===== src/rtl/maf_pkg.sv =====
// Shared constants and types for the linear-interpolating upsampler.
package maf_pkg;
  localparam int N_BITS = 32;
  localparam int SHIFT  = 2;
  localparam int ACC_W  = N_BITS + SHIFT;

  typedef enum logic [1:0] {
    EMPTY,
    IDLE,
    RUN
  } state_t;
endpackage


===== src/rtl/maf_interp_acc.sv =====
// Ramp generator: holds the scaled accumulator, the per-step delta and the step phase.
module interp_acc
  import maf_pkg::*;
#(
  parameter int N_BITS = maf_pkg::N_BITS,
  parameter int SHIFT  = maf_pkg::SHIFT
) (
  input  logic              clk,
  input  logic              rst,
  input  logic              load,
  input  logic              step,
  input  logic [N_BITS-1:0] base,
  input  logic [N_BITS-1:0] sample,
  output logic [N_BITS-1:0] y,
  output logic [N_BITS-1:0] end_val,
  output logic              last
);
  localparam int ACC_W = N_BITS + SHIFT;

  logic [ACC_W-1:0]         acc_reg;
  logic [ACC_W-1:0]         acc_step;
  logic signed [N_BITS:0]   delta_reg;
  logic [SHIFT-1:0]         phase_reg;

  // Modular add is exact: the true sum always stays within [0, L*(2^N_BITS-1)].
  assign acc_step = acc_reg + ACC_W'(delta_reg);
  assign y        = acc_reg[ACC_W-1:SHIFT];
  // On the final step acc_step equals sample*L, so this yields the segment end value.
  assign end_val  = acc_step[ACC_W-1:SHIFT];
  assign last     = &phase_reg;

  always_ff @(posedge clk) begin
    if (rst) begin
      acc_reg   <= '0;
      delta_reg <= '0;
      phase_reg <= '0;
    end else if (load) begin
      acc_reg   <= {base, {SHIFT{1'b0}}};
      delta_reg <= $signed({1'b0, sample}) - $signed({1'b0, base});
      phase_reg <= '0;
    end else if (step) begin
      acc_reg   <= acc_step;
      phase_reg <= phase_reg + 1'b1;
    end
  end
endmodule


===== src/rtl/maf_interp.sv =====
// Linear-interpolating upsampler: each input sample yields 2^SHIFT outputs ramping from the previous one.
module maf_interp
  import maf_pkg::*;
#(
  parameter int N_BITS = maf_pkg::N_BITS,
  parameter int SHIFT  = maf_pkg::SHIFT
) (
  input  logic              clk,
  input  logic              rst,
  input  logic              in_valid,
  output logic              in_ready,
  input  logic [N_BITS-1:0] data_in,
  input  logic              we,
  output logic              out_valid,
  output logic [N_BITS-1:0] data_out,
  output logic              underrun
);
  state_t            state_reg;
  logic [N_BITS-1:0] prev_reg;
  logic [N_BITS-1:0] y;
  logic [N_BITS-1:0] end_val;
  logic              last;
  logic              accept;
  logic              load;
  logic              step;
  logic [N_BITS-1:0] base;

  assign in_ready = (state_reg != RUN) || (last && we);
  assign accept   = in_valid && in_ready;
  assign step     = (state_reg == RUN) && we;
  // In RUN an accept can only happen on the closing step, so the new segment starts at its end value.
  assign load     = accept && (state_reg != EMPTY);
  assign base     = (state_reg == RUN) ? end_val : prev_reg;

  interp_acc #(
    .N_BITS(N_BITS),
    .SHIFT (SHIFT)
  ) u_acc (
    .clk    (clk),
    .rst    (rst),
    .load   (load),
    .step   (step),
    .base   (base),
    .sample (data_in),
    .y      (y),
    .end_val(end_val),
    .last   (last)
  );

  always_ff @(posedge clk) begin
    if (rst) begin
      state_reg <= EMPTY;
      prev_reg  <= '0;
      data_out  <= '0;
      out_valid <= 1'b0;
      underrun  <= 1'b0;
    end else begin
      out_valid <= 1'b0;
      underrun  <= 1'b0;
      case (state_reg)
        EMPTY: begin
          if (accept) begin
            prev_reg  <= data_in;
            state_reg <= IDLE;
          end
        end
        IDLE: begin
          underrun <= we;
          if (accept) state_reg <= RUN;
        end
        RUN: begin
          if (we) begin
            data_out  <= y;
            out_valid <= 1'b1;
            if (last) begin
              prev_reg <= end_val;
              if (!accept) state_reg <= IDLE;
            end
          end
        end
        default: state_reg <= EMPTY;
      endcase
    end
  end
endmodule


===== config.mk =====
export PLATFORM = sky130hd
export DESIGN_NAME = maf_interp
export DESIGN_NICKNAME = d
export VERILOG_FILES = /design/src/rtl/maf_pkg.sv /design/src/rtl/maf_interp_acc.sv /design/src/rtl/maf_interp.sv
export SDC_FILE = /design/constraint.sdc
export NUM_CORES = 1
export LEC_CHECK = 0
export ABC_AREA = 1
export CAP_MARGIN = 20
export CORE_MARGIN = 2
export CORE_UTILIZATION = 35
export DETAILED_ROUTE_END_ITERATION = 10
export GPL_ROUTABILITY_DRIVEN = 0
export PLACE_DENSITY_LB_ADDON = 0.15
export SLEW_MARGIN = 10
export SYNTH_ARGS = -nofsm -noshare
export SYNTH_HDL_FRONTEND = slang
export SYNTH_SLANG_ARGS = --single-unit

===== constraint.sdc =====
create_clock -name clk -period 6.6 [get_ports clk]
set_clock_uncertainty 0.1 [all_clocks]
set_input_delay 1.32 -clock clk [delete_from_list [all_inputs] [get_ports clk]]
set_output_delay 1.32 -clock clk [all_outputs]
set_load 0.02 [all_outputs]

==> summary.md <==
| Metric | Value |
|---|---|
| Max Cap Violations | 0 |
| Setup TNS | 0 ns |
| Die Area | roughly 30000 um2 |
| Hold Fails Final Rpt | 0 |
| Syn Nets | around 1700 |
| Post-CTS Hold Buffers | 0 |
| Arrival time at the worst endpoint | 5.13 ns |
| GRT Util Overall | 22.2% |
| Initial antenna violation count | 0 |
| Post-route DRC | 0 |
| Final WS setup | 1.69 ns |
| Leakage power | approximately 5.7 nW |
| Top cell type by total area after synthesis | dfxtp_1 |
| Detailed Route WL | 33100 um |
| FF-to-FF setup slack | 1.69 ns |
| Largest net degree at the start of global routing | 65 |
| Max reg flops | 34 |
| Cts repair resizes | 0 |
| Vias | 10300 |
| Hpwl dp | 24400 um |
| TritonCTS clock tree | built |
| Top cells by area, synth | dfxtp_1 27%, nand2_1 17%, inv_1 8.6% |
| Initial DRC count | 657 |
| CP Class | flip-flop to flip-flop |
| Mapped Cells | 1595 |
| Cell depth of the worst flop-to-flop path | 23 |
| Most frequent cells in the layout | 457 x nand2_1, 229 x inv_1, 157 x nor2_1 |
| Final Cycle Share | about three quarters |
| IO Pins | ~70 |
| Hold Path Depth | 2 |
| Max Root-Sink Buffers | 2 |
| Hold Path End | prev_reg[28] |
| F_max | just over 200 MHz |
| Worst-Skew Late Latency | 0.43 ns |
| Drt first pass iters | 7 |
| Power Total | approximately 2.7 mW |
| Area Overhead vs Synth | 16.9% |
| Critical path launch point type | flip-flop |
| Synth top area share | 27.4% |
| Worst reg2reg endpoint | u_acc.delta_reg[26] |
| Crit path from | state_reg[1] |
| FF+latch area | approximately 2700 um2 |
| Post-CTS Setup Inserts | 0 |
| CP endpoint kind | flip-flop |
| Slew @ Worst Pin | approximately 1.1 ns |
| CTS H-tree lvls | 4 |
| # port buffers | 70 |
| Initial Util | 35.8% |
| Antenna Nets Post-Route | 0 |
| YS warnings | 0 |
| # setup viols final | 0 |
| Final min period | 4.91 ns |
| # rows | 61 |
| Min-delay src | prev_reg[28] |
| Die X | 173 um |
| Worst Path Max Fanout | 35 |
| Most common cell after layout, fill and taps aside | nand2_1 |
| Clock tree sinks | 137 |
| Seq/Total Area, Yosys | 27.4% |
| Grt ovf | 0 |
| Layout cell share with drive strength beyond 1 | 7.72% |
| Hold Crit Class | flip-flop to flip-flop |
| Peak supply drop | 0.153 mV |
| Clk root buf | clkbuf_16 |
| Post-synth cell types | 49 |
| Nets@finish | 1739 |
| Ant diodes | 0 |
| Mean Syn Cell Area | 6.27 um2 |
| Primary FF master, synth | dfxtp_1 |
| Die span in y | ~170 um |
| Synthesized cell area | 10000 um2 |
| Global-route wire length before repair | 53300 um |
| Clock-pin transition on the worst setup and hold timing paths | 0.07 ns |
| Outcome | finished clean |
| Final Slew Violations | 0 |
| Footprint of the multi-input gates | 6200 um2 |
| Number of global-route vias before repair | roughly 10000 |
| Avg WL per Cell | 16.3 um |
| Async set-reset flop share out of synthesis | 0% |
| RSZ-0062 raised after global routing | no |
| Slew headroom | a little over a quarter |
| Fin util | 41.9% |
| Dpl ws | about 1.6 ns |
| Synthesized flop and latch total | approximately 140 |
| Reg-to-Reg Start | state_reg[1] |
| Vias per cell | between 5 and 6 |
| Worst path required time | 6.83 ns |
| Total CTS buffers | 17 |
| Core area | 27900 um2 |
| EDFF count, synth | 0 |
| Power Dens Cells | 229 nW/um2 |
| Layout fillers | about 3000 |
-- cell usage after synthesis, types with 3 or more instances --
cell type	number
nand2_1	458
inv_1	230
nor2_1	159
dfxtp_1	137
a21oi_1	104
nand3_1	90
o21ai_0	81
ha_1	56
clkbuf_1	40
a221oi_1	34
nand2_2	27
nand3_2	20
xor2_1	19
a31oi_1	16
xnor2_1	14
nand4_1	10
nor2_2	10
o21ai_1	7
o21a_1	6
buf_1	5
o22ai_1	5
or2_2	5
a22oi_1	4
buf_2	4
nand3b_1	4
nor2_4	4
nor3_1	4
o21bai_1	4
o221ai_1	4
a21boi_0	3
nor4_1	3
o22a_1	3
-- layout make-up --
type | instances | share of cell area, %
Tap cell | 378 | 4.04
Clock buffer | 18 | 3.75
Sequential cell | 137 | 23.4
Clock inverter | 14 | 1.60
Multi-Input combinational cell | 1173 | 52.9
Inverter | 234 | 7.51
Timing Repair Buffer | 82 | 6.71
-- where the power goes --
part / internal, mW / leakage, nW / switching, mW / total, mW
combinational: 0.250 / 4.28 / 0.465 / 0.715
clock: 0.615 / 0.298 / 0.432 / 1.05
sequential: 0.886 / 1.12 / 0.0353 / 0.921
-- stage by stage --
stage	area, um2	hold WS (ns)	instances
floorplan	10000	0.333	1595
global placement	11100	0.351	2004
detailed placement	11100	0.359	2004
CTS	11700	0.372	2036
global route	11700	0.394	2036
finish	11700	0.370	2036
-- critical path: stages, from the launching register on --
cell and delay, ns:
dfxtp_1 0.37, inv_1 0.10, nor2_4 0.63, inv_2 0.51, nand2_1 0.16, nand2_1 0.09
ha_1 0.23, fa_1 0.41, nand3b_1 0.18, nand2_1 0.12, inv_1 0.05, o21a_1 0.19
o21ai_1 0.24, a21boi_0 0.22, o21ai_1 0.23, nand2_1 0.18, nand2_1 0.17, nand3_1 0.09
nand2_1 0.11, nand2_1 0.07, nand3_1 0.08, nand3_1 0.08, nand2_1 0.09, inv_1 0.04
-- worst max-delay path by stage --
| stage | endpoint | slack [ns] |
|---|---|---|
| 3_5_place_dp | u_acc.delta_reg[25] | 1.65 |
| 6_report | u_acc.delta_reg[26] | 1.69 |
| 2_1_floorplan | u_acc.delta_reg[26] | 2.82 |
| 5_1_grt | u_acc.delta_reg[25] | 1.24 |
| 4_1_cts | u_acc.delta_reg[29] | 1.62 |
| 3_3_place_gp | u_acc.delta_reg[29] | 1.71 |
-- cell families (layout without fill, tap and decap cells) --
logic type / count (synthesis) / count (layout) / synth area share (%)
AND/OR/NAND/NOR: 802 / 802 / 35.0
flip-flops: 137 / 137 / 27.4
buffers and inverters: 285 / 348 / 10.8
adder cells (fa/ha/maj): 58 / 58 / 7.40
XOR/XNOR: 33 / 33 / 2.89
AO/OA/AOI/OAI: 280 / 280 / 16.5
-- metal layers --
layer / wire [um] / track usage (%)
met1: 15600 / 28.7
met2: 15600 / 38.4
met3: 1320 / 2.84
met4: 544 / 6.85
met5: 0 / 0
(Power assumes the default switching activity.)
